`src/rtl/arith_seq_if.sv`:
```
// Handshake and operand/result bundle between the ALU op decoder and arith_sequencer.
interface arith_seq_if #(
   parameter int unsigned WIDTH = 8
);
   logic               start;
   logic [1:0]         op;
   logic [WIDTH-1:0]   a;
   logic [WIDTH-1:0]   b;
   logic               busy;
   logic               done;
   logic [2*WIDTH-1:0] result;
   logic               flag;

   modport master (
      output start, op, a, b,
      input  busy, done, result, flag
   );

   modport slave (
      input  start, op, a, b,
      output busy, done, result, flag
   );
endinterface

```
`src/rtl/arith_sequencer.sv`:
```
// Multi-cycle add/sub/mul/div sequencer built around one shared adder and one shared subtractor.
// Multiply is shift-add LSB-first, divide is restoring MSB-first, one step per clock.
module arith_sequencer #(
   parameter int unsigned WIDTH = 8
) (
   input logic        clk,
   input logic        reset,
   arith_seq_if.slave bus
);
   localparam int unsigned CntW = $clog2(WIDTH + 1);

   typedef enum logic [1:0] {StIdle, StExec, StDone} state_e;
   typedef enum logic [1:0] {OpAdd, OpSub, OpMul, OpDiv} op_e;

   state_e             state_q, state_d;
   op_e                op_q, op_d;
   logic [WIDTH-1:0]   opa_q, opa_d;
   logic [WIDTH-1:0]   opb_q, opb_d;
   logic [CntW-1:0]    cnt_q, cnt_d;
   logic [2*WIDTH-1:0] p_q, p_d;
   logic [WIDTH-1:0]   mplr_q, mplr_d;
   logic [WIDTH-1:0]   rem_q, rem_d;
   logic [WIDTH-1:0]   quo_q, quo_d;
   logic [2*WIDTH-1:0] result_q, result_d;
   logic               flag_q, flag_d;

   logic [WIDTH-1:0]   add_x, add_y;
   logic [WIDTH:0]     add_out;
   logic [WIDTH:0]     sub_x, sub_y;
   logic [WIDTH+1:0]   sub_out;
   logic [WIDTH:0]     r_sh;
   logic [WIDTH-1:0]   q_sh;
   logic [2*WIDTH-1:0] p_step;
   logic [WIDTH-1:0]   mplr_step, rem_step, quo_step;
   logic [2*WIDTH-1:0] step_res;
   logic               step_flag;
   logic               unused_bits;

   // Shared adder: multiply accumulates into the upper half of P, otherwise a + b.
   always_comb begin
      add_x = opa_q;
      add_y = opb_q;
      if (op_q == OpMul) begin
         add_x = p_q[2*WIDTH-1:WIDTH];
         add_y = opa_q;
      end
      add_out = {1'b0, add_x} + {1'b0, add_y};
   end

   // Shared subtractor: WIDTH+1 wide so it also handles the shifted remainder; MSB is borrow.
   assign r_sh = {rem_q, quo_q[WIDTH-1]};
   assign q_sh = {quo_q[WIDTH-2:0], 1'b0};

   always_comb begin
      sub_x   = (op_q == OpDiv) ? r_sh : {1'b0, opa_q};
      sub_y   = {1'b0, opb_q};
      sub_out = {1'b0, sub_x} - {1'b0, sub_y};
   end

   // The bit shifted out of P and the transient top remainder bit never matter.
   assign unused_bits = ^{p_q[0], sub_out[WIDTH]};

   always_comb begin
      p_step    = mplr_q[0] ? {add_out, p_q[WIDTH-1:1]} : {1'b0, p_q[2*WIDTH-1:1]};
      mplr_step = {1'b0, mplr_q[WIDTH-1:1]};
      rem_step  = r_sh[WIDTH-1:0];
      quo_step  = q_sh;
      if (op_q == OpDiv && !sub_out[WIDTH+1]) begin
         rem_step = sub_out[WIDTH-1:0];
         quo_step = q_sh | {{(WIDTH-1){1'b0}}, 1'b1};
      end
      step_res  = '0;
      step_flag = 1'b0;
      unique case (op_q)
         OpAdd: begin
            step_res  = {{WIDTH{1'b0}}, add_out[WIDTH-1:0]};
            step_flag = add_out[WIDTH];
         end
         OpSub: begin
            step_res  = {{WIDTH{1'b0}}, sub_out[WIDTH-1:0]};
            step_flag = sub_out[WIDTH+1];
         end
         OpMul: begin
            step_res  = p_step;
            step_flag = |p_step[2*WIDTH-1:WIDTH];
         end
         OpDiv: begin
            step_res  = {rem_step, quo_step};
            step_flag = 1'b0;
         end
      endcase
   end

   always_comb begin
      state_d  = state_q;
      op_d     = op_q;
      opa_d    = opa_q;
      opb_d    = opb_q;
      cnt_d    = cnt_q;
      p_d      = p_q;
      mplr_d   = mplr_q;
      rem_d    = rem_q;
      quo_d    = quo_q;
      result_d = result_q;
      flag_d   = flag_q;
      unique case (state_q)
         StIdle, StDone: begin
            state_d = StIdle;
            if (bus.start) begin
               op_d   = op_e'(bus.op);
               opa_d  = bus.a;
               opb_d  = bus.b;
               p_d    = '0;
               mplr_d = bus.b;
               rem_d  = '0;
               quo_d  = bus.a;
               if (op_e'(bus.op) == OpDiv && bus.b == '0) begin
                  state_d  = StDone;
                  result_d = {bus.a, {WIDTH{1'b1}}};
                  flag_d   = 1'b1;
               end else begin
                  state_d = StExec;
                  cnt_d   = bus.op[1] ? CntW'(WIDTH) : CntW'(1);
               end
            end
         end
         StExec: begin
            cnt_d  = cnt_q - CntW'(1);
            p_d    = p_step;
            mplr_d = mplr_step;
            rem_d  = rem_step;
            quo_d  = quo_step;
            if (cnt_q == CntW'(1)) begin
               state_d  = StDone;
               result_d = step_res;
               flag_d   = step_flag;
            end
         end
         default: state_d = StIdle;
      endcase
   end

   always_ff @(posedge clk) begin
      if (reset) begin
         state_q  <= StIdle;
         op_q     <= OpAdd;
         opa_q    <= '0;
         opb_q    <= '0;
         cnt_q    <= '0;
         p_q      <= '0;
         mplr_q   <= '0;
         rem_q    <= '0;
         quo_q    <= '0;
         result_q <= '0;
         flag_q   <= 1'b0;
      end else begin
         state_q  <= state_d;
         op_q     <= op_d;
         opa_q    <= opa_d;
         opb_q    <= opb_d;
         cnt_q    <= cnt_d;
         p_q      <= p_d;
         mplr_q   <= mplr_d;
         rem_q    <= rem_d;
         quo_q    <= quo_d;
         result_q <= result_d;
         flag_q   <= flag_d;
      end
   end

   assign bus.busy   = (state_q == StExec);
   assign bus.done   = (state_q == StDone);
   assign bus.result = result_q;
   assign bus.flag   = flag_q;
endmodule
```
`src/flat_wrapper.sv`:
```
// flat-port wrapper written by rule: the top's interface ports become plain ports
module arith_sequencer_flat 
#(
   parameter int unsigned WIDTH = 8
)
  (clk, reset, bus_start, bus_op, bus_a, bus_b, bus_busy, bus_done, bus_result, bus_flag);
  arith_seq_if #(.WIDTH(WIDTH)) bus_i ();
  input logic clk;
  input logic reset;
  input wire logic [$bits(bus_i.start)-1:0] bus_start;
  input wire logic [$bits(bus_i.op)-1:0] bus_op;
  input wire logic [$bits(bus_i.a)-1:0] bus_a;
  input wire logic [$bits(bus_i.b)-1:0] bus_b;
  output wire logic [$bits(bus_i.busy)-1:0] bus_busy;
  output wire logic [$bits(bus_i.done)-1:0] bus_done;
  output wire logic [$bits(bus_i.result)-1:0] bus_result;
  output wire logic [$bits(bus_i.flag)-1:0] bus_flag;
  assign bus_i.start = bus_start;
  assign bus_i.op = bus_op;
  assign bus_i.a = bus_a;
  assign bus_i.b = bus_b;
  assign bus_busy = bus_i.busy;
  assign bus_done = bus_i.done;
  assign bus_result = bus_i.result;
  assign bus_flag = bus_i.flag;
  arith_sequencer #(.WIDTH(WIDTH)) u_core (.clk(clk), .reset(reset), .bus(bus_i));
endmodule
```
`config.mk`:
```
export PLATFORM = sky130hd
export DESIGN_NAME = arith_sequencer_flat
export DESIGN_NICKNAME = d
export VERILOG_FILES = /design/src/rtl/arith_seq_if.sv /design/src/rtl/arith_sequencer.sv /design/src/flat_wrapper.sv
export SDC_FILE = /design/constraint.sdc
export NUM_CORES = 1
export LEC_CHECK = 0
export CAP_MARGIN = 20
export CORE_MARGIN = 8
export CORE_UTILIZATION = 50
export DETAILED_ROUTE_END_ITERATION = 10
export DONT_BUFFER_PORTS = 1
export GPL_ROUTABILITY_DRIVEN = 0
export PLACE_DENSITY = 0.7
export SETUP_SLACK_MARGIN = 0.05
export SLEW_MARGIN = 20
export SYNTH_ARGS = -nofsm -noshare
export SYNTH_HDL_FRONTEND = slang
export SYNTH_SLANG_ARGS = --single-unit
```
`constraint.sdc`:
```
create_clock -name clk -period 6 [get_ports clk]
set_input_delay 0.3 -clock clk [delete_from_list [all_inputs] [get_ports clk]]
set_output_delay 0.3 -clock clk [all_outputs]
set_load 0.03 [all_outputs]
```
## Yosys cells after proc, flatten, opt, wreduce, memory -nomap -nowiden

Cells that the tools add are included.

| storage, ports and cells | value |
|---|---|
| flip-flop bits (word level) | 81 |
| latch bits | 0 |
| bits in writable memories | 0 |
| ROM bits | 0 |
| bits of input ports | 21 |
| word-level logic and storage cells | 70 |
| memories | 0 |

| operators by class | value |
|---|---|
| $add $sub $neg | 3 |
| multipliers | 0 |
| divide/modulo/power cells | 0 |
| order comparisons | 0 |
| equal/unequal tests | 11 |
| shift operators | 0 |
| mux-type cells | 32 |
| bitwise operators | 0 |
| reduce and logical (&&, ||, !) cells | 13 |

Operators by type and width:

| kind | number |
|---|---|
| $mux 16 | 5 |
| $pmux 16 s2 | 2 |
| $pmux 16 s4 | 1 |
| $mux 8 | 6 |
| $pmux 8 s2 | 3 |
| $mux 4 | 3 |
| $sub 9x8->10 | 1 |
| $add 8x8->9 | 1 |
| $mux 9 | 1 |
| $eq 2x2->1 const B | 4 |
| $logic_not 8->1 | 1 |
| $pmux 4 s2 | 1 |
| $reduce_or 8->1 | 1 |
| $mux 2 | 3 |
| $eq 2x1->1 const B | 2 |
| $eq 4x1->1 const B | 1 |
| $logic_not 2->1 | 2 |
| $mux 1 | 4 |
| $ne 2x1->1 const B | 2 |
| $ne 2x2->1 const B | 2 |
| $pmux 1 s4 | 1 |
| $pmux 2 s2 | 1 |
| $reduce_and 2->1 | 2 |
| $reduce_and 4->1 | 1 |
| 7 further kinds | 8 |

## Longest topological paths before layout

Gate-level depths: netlist of the first run.

| depth | value |
|---|---|
| depth after elaboration | 9 |
| depth in mapped cells | 14 |
| gate-level depth less buffers | 12 |

## Worst setup path before layout of the first run

Ideal clock, no wire load.

| timing | value |
|---|---|
| path type | register to register |
| start point | register u_core.op_q[1] |
| end point | register u_core.result_q[4] (netlist: u_core.bus.result[4]) |
| setup time | 128 ps |
| data arrival time | 3098 ps |
| required time | 5872 ps |
| setup slack | 2775 ps |
| cell stages (with the launch flop) | 13 |
| buffers on the path | 3 |
| clock period less this slack | 3225 ps |
| path through | dfxtp_1 > clkbuf_1 > nor2b_1 > clkbuf_1 > clkbuf_1 > o21ai_0 > fa_1 > a211oi_1 > o21bai_1 > and2_1 > mux4_1 > o22ai_1 > nor2_1 |

| on the way | value |
|---|---|
| longest elaborated chain between the ends | 6 |
| elaborated cells between the ends (all ways) | 12 |
| classes of those cells | add/sub: 2; eq/ne: 3; mux: 6; reduce/logical: 1 |

RTL lines:

| what | line | source |
|---|---|---|
| start: declaration | arith_sequencer.sv:16 | `op_e op_q, op_d;` |
| start signal: assignment | arith_sequencer.sv:146 | `op_q <= OpAdd;` |
| start signal: assignment | arith_sequencer.sv:158 | `op_q <= op_d;` |
| $eq 2x2->1 (on tied branches) | arith_sequencer.sv:55, arith_sequencer.sv:74, arith_sequencer.sv:43 |  |
| $mux 9 / $mux 8 (equally long branches) | arith_sequencer.sv:55, arith_sequencer.sv:43 |  |
| $sub 9x8->10 / $add 8x8->9 (equally long branches) | arith_sequencer.sv:57, arith_sequencer.sv:47 |  |
| $pmux 16 s4 (*) | arith_sequencer.sv:74 | `unique case (op_q)` |
| $mux 16 (*) | arith_sequencer.sv:133 | `if (cnt_q == CntW'(1)) begin` |
| $pmux 16 s2 (*) | arith_sequencer.sv:106 | `unique case (state_q)` |
| end signal: assignment | arith_sequencer.sv:166 | `result_q <= result_d;` |
| end: declaration | arith_sequencer.sv:24 | `logic [2*WIDTH-1:0] result_q, result_d;` |

Every way passes the cells marked *; elsewhere a longest branch is shown, timed or not. The select of a mux whose other input is x is not followed.
A chain may end at the register's enable or synchronous reset.

## Worst setup path in the final report of the first run

| timing | value |
|---|---|
| start point | register u_core.op_q[0] |
| end point | register u_core.result_q[13] (netlist: u_core.bus.result[13]) |

| on the way | value |
|---|---|
| longest elaborated chain between the ends | 9 |
| elaborated cells between the ends (all ways) | 16 |
| classes of those cells | add/sub: 2; eq/ne: 3; mux: 8; reduce/logical: 3 |

RTL lines:

| what | line | source |
|---|---|---|
| $eq 2x2->1 | arith_sequencer.sv:55, arith_sequencer.sv:68, arith_sequencer.sv:74 |  |
| $mux 9 | arith_sequencer.sv:55 | `sub_x = (op_q == OpDiv) ? r_sh : {1'b0, opa_q};` |
| $sub 9x8->10 | arith_sequencer.sv:57 | `sub_out = {1'b0, sub_x} - {1'b0, sub_y};` |
| $logic_not 1->1 | arith_sequencer.sv:68 | `if (op_q == OpDiv && !sub_out[WIDTH+1]) begin` |
| $logic_and 1x1->1 | arith_sequencer.sv:68 |  |
| $mux 8 | arith_sequencer.sv:68 |  |
| $pmux 16 s4 (*) | arith_sequencer.sv:74 |  |
| $mux 16 (*) | arith_sequencer.sv:133 |  |
| $pmux 16 s2 (*) | arith_sequencer.sv:106 |  |

Marks and branches as above.

==> results summary, run 1 <==
The DRC violations left came out at 0. The worst-skew pair later-pin latency is 0.38 ns. The half-perimeter wire length after detailed placement is 10.7 mm.

The synthesized design contains 0 enable-type register cells. The area growth from synthesis to layout is 5.27%. The initial core utilization came out at between 50% and 60%. The number of slew-limit violations in the final report was 0. In the layout the commonest cells are sky130_fd_sc_hd__nand2_1 (152), sky130_fd_sc_hd__dfxtp_1 (80), sky130_fd_sc_hd__nor2_1 (55), sky130_fd_sc_hd__a21oi_1 (46), sky130_fd_sc_hd__o21ai_0 (35).

The share of synthesized registers carrying an async set or reset came out at 0%. The tree is rooted in a sky130_fd_sc_hd__clkbuf_8. The worst setup path is launched from a flop. The global router's overall resource usage is a little under a quarter. The delay contributed by the slowest stage of the critical path came out at 0.56 ns. Clock-pin slew was measured on the worst setup and hold paths at approximately 0.09 ns.

The share of final-layout standard cells stronger than drive strength 1 came out at under 10%. The number of antenna violations at the first check in global routing came out at 0. The worst vdd rail ir drop came out at approximately 190 uV. For this design the top-level I/O count stands at 40.

The ratio of routed vias to standard cells came out at roughly 6.3. Dividing total power by cell area gives a power density of ~260 nW/um^2. The synthesized instance count came out at 642. Row generation in the floorplan step produced 36 rows. For this run, the detailed router's first-pass iteration total came to 5.

The achievable clock frequency is approximately 250 MHz. The max-capacitance violation count is 0. The number of distinct library cells after synthesis came out at 72. The class of the most critical hold timing path is in2reg.

Setup repair after global routing left no endpoint under its margin. The worst path arrival time is around 4.2 ns. The average footprint of a synthesized cell came out at 7.51 um^2.

The flow ran to the end, and the final reports show no timing, DRC or antenna violations. In this run the deepest clock path goes through 2 buffers. The number of synthesized register bits is 80.

The synthesized net count is ~680. Dividing the detail-routed wire length by the instance count gives about 20 um. STA classifies the critical path endpoint as a flop. The number of buffers and inverters on the critical path is 1. The via count of the first global-routing pass came out at roughly 4200.

After floorplanning, the core was sized to cover 9550 um^2. The overall routed net length came out at roughly 15 mm. The standby leakage power came out at between 1.5 and 2 nW.

The total power after layout came out at ~1.3 mW. The CTS tree is yes. The initial DRC count came out at about 640. The pin count of the biggest net entering global routing came out at 48.

The worst clock skew on the final layout is about 0.012 ns. The critical path goes through inv_1 > nand2_1 > nand2_1 > nand2_1 > ha_1 > fa_1 > a211oi_1 > or2_2 > a211oi_1 > a211oi_1 > nor2_1 > a221oi_1. From left edge to right edge, the die measures roughly 110 um.

The Yosys step of the flow raised 0 warnings. The H-tree depth reported by CTS came out at 3. The total clock sinks is 80. Sequential cells were found to cover between 30% and 40% of the synthesized design area. The number of antenna cells inserted is 0.

The final period demand of the worst path came out at just under 4 ns. The via count of the routed design came out at 4766. Headroom to the max-slew limit came out at between 30% and 40%. The layout net count came out at 660. The total count of hold-check failures in the final report is 0. Setup total negative slack on the finished layout was measured at 0 ns. The height of the chip is 114 um.

The kind of cell adding the most delay to the critical path is compound AO/OA/AOI/OAI gates. By startpoint and endpoint, the worst setup path is classified as reg2reg. The largest individual stage delay along the critical path comes from the cell sky130_fd_sc_hd__dfxtp_1. The worst-path maximum fanout is 19. The global-route wire length before repair came out at about 23 mm.

The die area is between 10000 and 15000 um^2. At the pin with the least slew margin, the transition time is between 0.9 and 1 ns. Clock tree synthesis inserted a total of 9 buffers.

The count of nets left with antenna violations once routing finished came out at 0. For this run, the leading register cell type out of synthesis is sky130_fd_sc_hd__dfxtp_1. The number of gates resized after CTS came out at 0. The setup violation total in the final timing report came out at 0. The required time at the worst-slack endpoint came out at 6.27 ns. The leading cell type in the layout, fill and taps excluded is sky130_fd_sc_hd__nand2_1.

The total overflow left after global routing is 0. The netlist area before placement is around 4800 um^2. Buffers placed on the I/O ports in this run total 0. The worst path uses roughly two thirds of the clock period.
-- sequential cells by signal, summed over array words and instances (netlist names) --
name	count
u_core.bus.flag	1
u_core.bus.result	16
u_core.cnt_q	4
u_core.mplr_q	8
u_core.op_q	2
u_core.opa_q	8
u_core.opb_q	8
u_core.p_q	15
u_core.quo_q	8
u_core.rem_q	8
u_core.state_q	2
-- logic make-up (layout without fill, tap and decap cells) --
logic type / after synthesis / count (layout) / share of synthesized area, %
AND/OR/NAND/NOR: 265 / 265 / 23.8
AO/OA/AOI/OAI: 191 / 191 / 26.8
flip-flops: 80 / 80 / 33.2
buffers and inverters: 63 / 45 / 5.27
adder cells (fa/ha/maj): 20 / 20 / 5.50
multiplexers: 20 / 20 / 4.82
XOR/XNOR: 3 / 3 / 0.545
-- per-stage QoR --
stage               cells  hold WS [ns]  setup slack, ns  util [%]  cell area, um^2
detailed placement    737         0.381             2.19      50.8             4850
global placement      737         0.382             2.30      50.7             4840
finish                757        0.0318             2.07      53.2             5080
global route          757        0.0245             1.76      53.2             5080
floorplan             642         0.436             2.77         -             4820
CTS                   756      0.000215             2.17      53.1             5070
-- Yosys cell counts (8+ instances only) --
| cell | instances | share of area, % |
|---|---|---|
| sky130_fd_sc_hd__inv_1 | 22 | 1.7 |
| sky130_fd_sc_hd__nand2_1 | 152 | 12 |
| sky130_fd_sc_hd__mux2i_1 | 15 | 3.1 |
| sky130_fd_sc_hd__dfxtp_1 | 80 | 33 |
| sky130_fd_sc_hd__a211oi_1 | 11 | 1.7 |
| sky130_fd_sc_hd__a31oi_1 | 21 | 2.7 |
| sky130_fd_sc_hd__a22oi_1 | 13 | 2.0 |
| sky130_fd_sc_hd__clkbuf_1 | 31 | 2.4 |
| sky130_fd_sc_hd__o21ai_0 | 36 | 3.7 |
| sky130_fd_sc_hd__ha_1 | 18 | 4.7 |
| sky130_fd_sc_hd__nand3_1 | 8 | 0.83 |
| sky130_fd_sc_hd__a21oi_1 | 46 | 4.8 |
| sky130_fd_sc_hd__nor2_1 | 56 | 4.4 |
-- final cells by class --
class                           count  area (um^2)
Tap cell                          133          166
Multi-Input combinational cell    499         2980
Inverter                           22         82.6
Clock buffer                       10          138
Fill cell                         934         4470
Sequential cell                    80         1600
Timing Repair Buffer                7         72.6
Clock inverter                      6         41.3
-- path summary, 6_finish.rpt --
| check | from | endpoint | slack [ns] | cells after the start |
|---|---|---|---|---|
| setup / recovery | u_core.op_q[0] | u_core.bus.result[13] | 2.07 | 12 |
| hold / removal | reset | u_core.bus.result[8] | 0.03 | 1 |
| hold reg to reg | u_core.mplr_q[7] | u_core.mplr_q[7] | 0.46 | 2 |
| setup reg to reg | u_core.op_q[0] | u_core.bus.result[13] | 2.07 | 12 |
-- layer usage --
layer / global-route usage [%] / wire [um] / up-vias
li1: - / - / 2244
met4: 7.99 / 358 / 0
met5: 0 / 0 / -
met2: 34.0 / 6540 / 288
met1: 30.4 / 6210 / 2194
met3: 7.38 / 1920 / 40
-- power by group --
group	total (mW)	switching, mW	internal [mW]
Combinational	0.317	0.207	0.111
Clock	0.376	0.213	0.163
Sequential	0.610	0.0501	0.560
-- what timing repair did --
item	CTS	global route
setup buffers	0	0
hold buffers	3	1
endpoints found under the hold margin	39	1
(Power assumes the default switching activity.)
==> inputs of run 2 (changes only) <==
- PLACE_DENSITY: 0.7 -> 0.73
- clock period: 6 -> 3.57 ns (I/O delays scaled with it)
==> run 2 against run 1 <==
Count of clock-buffer cells in the layout unchanged. Sequential share of layout area decreased by 1.3 points. Largest power group unchanged. Via count increased by 2.4%. Clock power increased by 61%. Highest routed layer unchanged.
==> results summary, run 2 (synthesis results as in run 1) <==
The CTS tree is yes (unchanged). Worst-path cell chain: buf_4 > inv_1 > nand2_1 > nand2_1 > nand2_1 > ha_1 > fa_1 > a211oi_1 > or2_2 > a211oi_1 > a211oi_1 > nor2_1 > a221oi_1 (was inv_1 > nand2_1 > nand2_1 > nand2_1 > ha_1 > fa_1 > a211oi_1 > or2_2 > a211oi_1 > a211oi_1 > nor2_1 > a221oi_1). The achievable clock frequency came out at 294 MHz (was 255 MHz). The via count of the routed design was 4882 (was 4766). The standard cell core area is 9550 um^2 (unchanged).

The via count of the first global-routing pass came out at 4652 (was 4222). The global router's overall resource usage came out at 23.6% (was 22.9%). Unrepaired setup endpoints after global routing: yes (was no). The type of the worst setup path is reg2reg (unchanged). The number of antenna violations at the first check in global routing was 0 (unchanged). The standby leakage power is 2.03 nW (was 1.93 nW).

Commonest non-fill, non-tap cells in the layout: sky130_fd_sc_hd__nand2_1 (152), sky130_fd_sc_hd__dfxtp_1 (80), sky130_fd_sc_hd__nor2_1 (55), sky130_fd_sc_hd__a21oi_1 (46), sky130_fd_sc_hd__o21ai_0 (35) (unchanged). The actual transition at the worst max-transition pin is 0.929 ns (was 0.983 ns). The launching point of the worst reg2reg path is u_core.op_q[0] (unchanged). The max-capacitance violation count came out at 0 (unchanged). The I/O pin count was 40 (unchanged). The site row count came out at 36 (unchanged). The width of the die came out at 114 um (unchanged).

The met2 routed wirelength is 6.77 mm (was 6.54 mm). The global-route wire length before repair is 24.4 mm (was 23.2 mm). The detailed-route wire length per cell came to 19.4 um (was 19.8 um). The reg-to-reg setup timing slack is 0.17 ns (was 2.07 ns). The highest-delay cell along the critical path is sky130_fd_sc_hd__a211oi_1 (was sky130_fd_sc_hd__dfxtp_1). The ratio of routed vias to standard cells came to 6.26 (was 6.30). The worst clock skew on the final layout is 0.0136 ns (was 0.0122 ns). The overall routed net length came out at 15.1 mm (was 15.0 mm). The H-tree depth reported by CTS came out at 3 (unchanged). The total count of hold-check failures in the final report is 0 (unchanged).

The height of the chip is 114 um (unchanged). The number of buffers added by the clock tree synthesis step came out at 9 (unchanged). The class of the most critical hold timing path is in2reg (unchanged). The final setup TNS came to 0 ns (unchanged). The non-filler instance count after layout came out at 780 (was 757). The synthesis-to-finish area growth came out at 9.65% (was 5.27%). The worst-path maximum fanout came out at 8 (was 19). The initial core utilization came out at 50.5% (unchanged). The residual antenna-violating net count after detailed routing was 0 (unchanged). The quantity of I/O buffers inserted on ports came out at 0 (unchanged). The total clock sinks is 80 (unchanged). The number of slew-limit violations in the final report was 0 (unchanged).

The delay contributed by the slowest stage of the critical path came to 0.53 ns (was 0.56 ns). The startpoint of the most critical hold path is bus_b[7] (was reset). The setup violation total in the final timing report is 0 (unchanged). The clock edge transition at the registers on the reported setup and hold paths is 0.09 ns (about the same). The number of antenna cells inserted came out at 0 (unchanged).

The count of filler cells inserted in the layout is 916 (was 934). The number of flip-flops under the largest register name came out at 16 (unchanged). The pin count of the biggest net entering global routing was 69 (was 48). The startpoint class of the critical path is a flop (unchanged). The share of final-layout standard cells stronger than drive strength 1 came out at 8.66% (was 7.05%). The number of placed instances, taps included came out at 749 (was 737). The final period demand of the worst path was 3.40 ns (was 3.93 ns). Run status: complete, no violations (unchanged). The die area came out at 13000 um^2 (unchanged). The post-CTS repair timing setup buffer count came out at 0 (unchanged).

The half-perimeter wire length after detailed placement came to 11.2 mm (was 10.7 mm). The post-route clock period utilization is 95.1% (was 65.5%). The highest metal layer with signal wires is met4 (unchanged).

The worst path arrival time is 3.65 ns (was 4.20 ns). The global-route congestion overflow total is 0 (unchanged). The total power after layout was 2.20 mW (was 1.30 mW). The least setup slack across all paths after layout came out at 0.174 ns (was 2.07 ns). The met1 layer wirelength in the final routing is 6.25 mm (was 6.21 mm). The worst-skew pair later-pin latency is 0.35 ns (was 0.38 ns). The root buffer selected by CTS is sky130_fd_sc_hd__clkbuf_8 (unchanged).

The worst vdd rail ir drop is 259 uV (was 192 uV). The leading cell type in the layout, fill and taps excluded is sky130_fd_sc_hd__nand2_1 (unchanged). The sum of met3 wire segment lengths after detailed routing came to 1.69 mm (was 1.92 mm). The maximum buffer depth of the clock tree came out at 2 (unchanged). The relative max-transition margin came to 37.6% (was 34.0%).

The DRC violations left is 0 (unchanged). The layout net count is 683 (was 660). The post-placement setup slack came out at 0.224 ns (was 2.19 ns).

The worst hold slack after final layout came to 0.00970 ns (was 0.0318 ns). The power density over the cells came out at 416 nW/um^2 (was 257 nW/um^2). The worst setup path startpoint is u_core.op_q[0] (unchanged). The number of detailed-route iterations in the first pass came out at 7 (was 5). The initial DRC count was 559 (was 636). The kind of end point of the critical path is a flop (unchanged). The required time at the worst-slack endpoint is 3.83 ns (was 6.27 ns).
[run 2: changes by cell type in the layout (fill, tap and decap cells not counted), sizes merged]
cell / before / now
inv: 24 / 23
clkinvlp: 0 / 1
dlygate4sd3: 3 / 14
buf: 4 / 16
[run 2: layer usage]
layer	vias up	GRT usage, %
li1	2277	-
met1	2311	30.9
met2	260	36.4
met3	34	5.96
met4	0	8.87
met5	-	0
[run 2: stage by stage]
step                util (%)  cell area [um^2]
floorplan                  -              4820
global placement        51.8              4950
detailed placement      51.8              4950
CTS                     55.3              5290
global route            55.4              5290
finish                  55.4              5290
[run 2: worst paths after layout]
| check | to | cells after the start |
|---|---|---|
| setup / recovery | u_core.bus.result[13] | 13 |
| hold / removal | u_core.mplr_q[7] | 2 |
| setup reg to reg | u_core.bus.result[13] | 13 |
| hold reg to reg | u_core.opb_q[5] | 2 |
[run 2: repair_timing]
| action | CTS | global route |
|---|---|---|
| hold buffers | 15 | 0 |
| endpoints found under the setup margin | 0 | 3 |
| resized for setup | 0 | 2 |
| hold endpoints to repair | 68 | 0 |
[run 2: critical path: cells and delay by family (launching register included)]
| family | cells | cell delay [ns] |
|---|---|---|
| buf+inv | 2 | 0.28 |
| compound gates | 4 | 1.32 |
| simple gates | 5 | 0.66 |
| fa+ha+maj | 2 | 0.64 |
| flops | 1 | 0.40 |
[run 2: final cells by class]
cell class	instances	area (um^2)	area share, %
Multi-Input combinational cell	499	2970	56.2
Sequential cell	80	1600	30.3
Timing Repair Buffer	30	293	5.54
Tap cell	133	166	3.15
Clock buffer	10	128	2.41
Inverter	22	82.6	1.56
Clock inverter	6	43.8	0.828
[run 2: power breakdown]
part           switching [mW]  internal [mW]
Combinational           0.366          0.209
Clock                   0.352          0.256
Sequential             0.0783          0.941
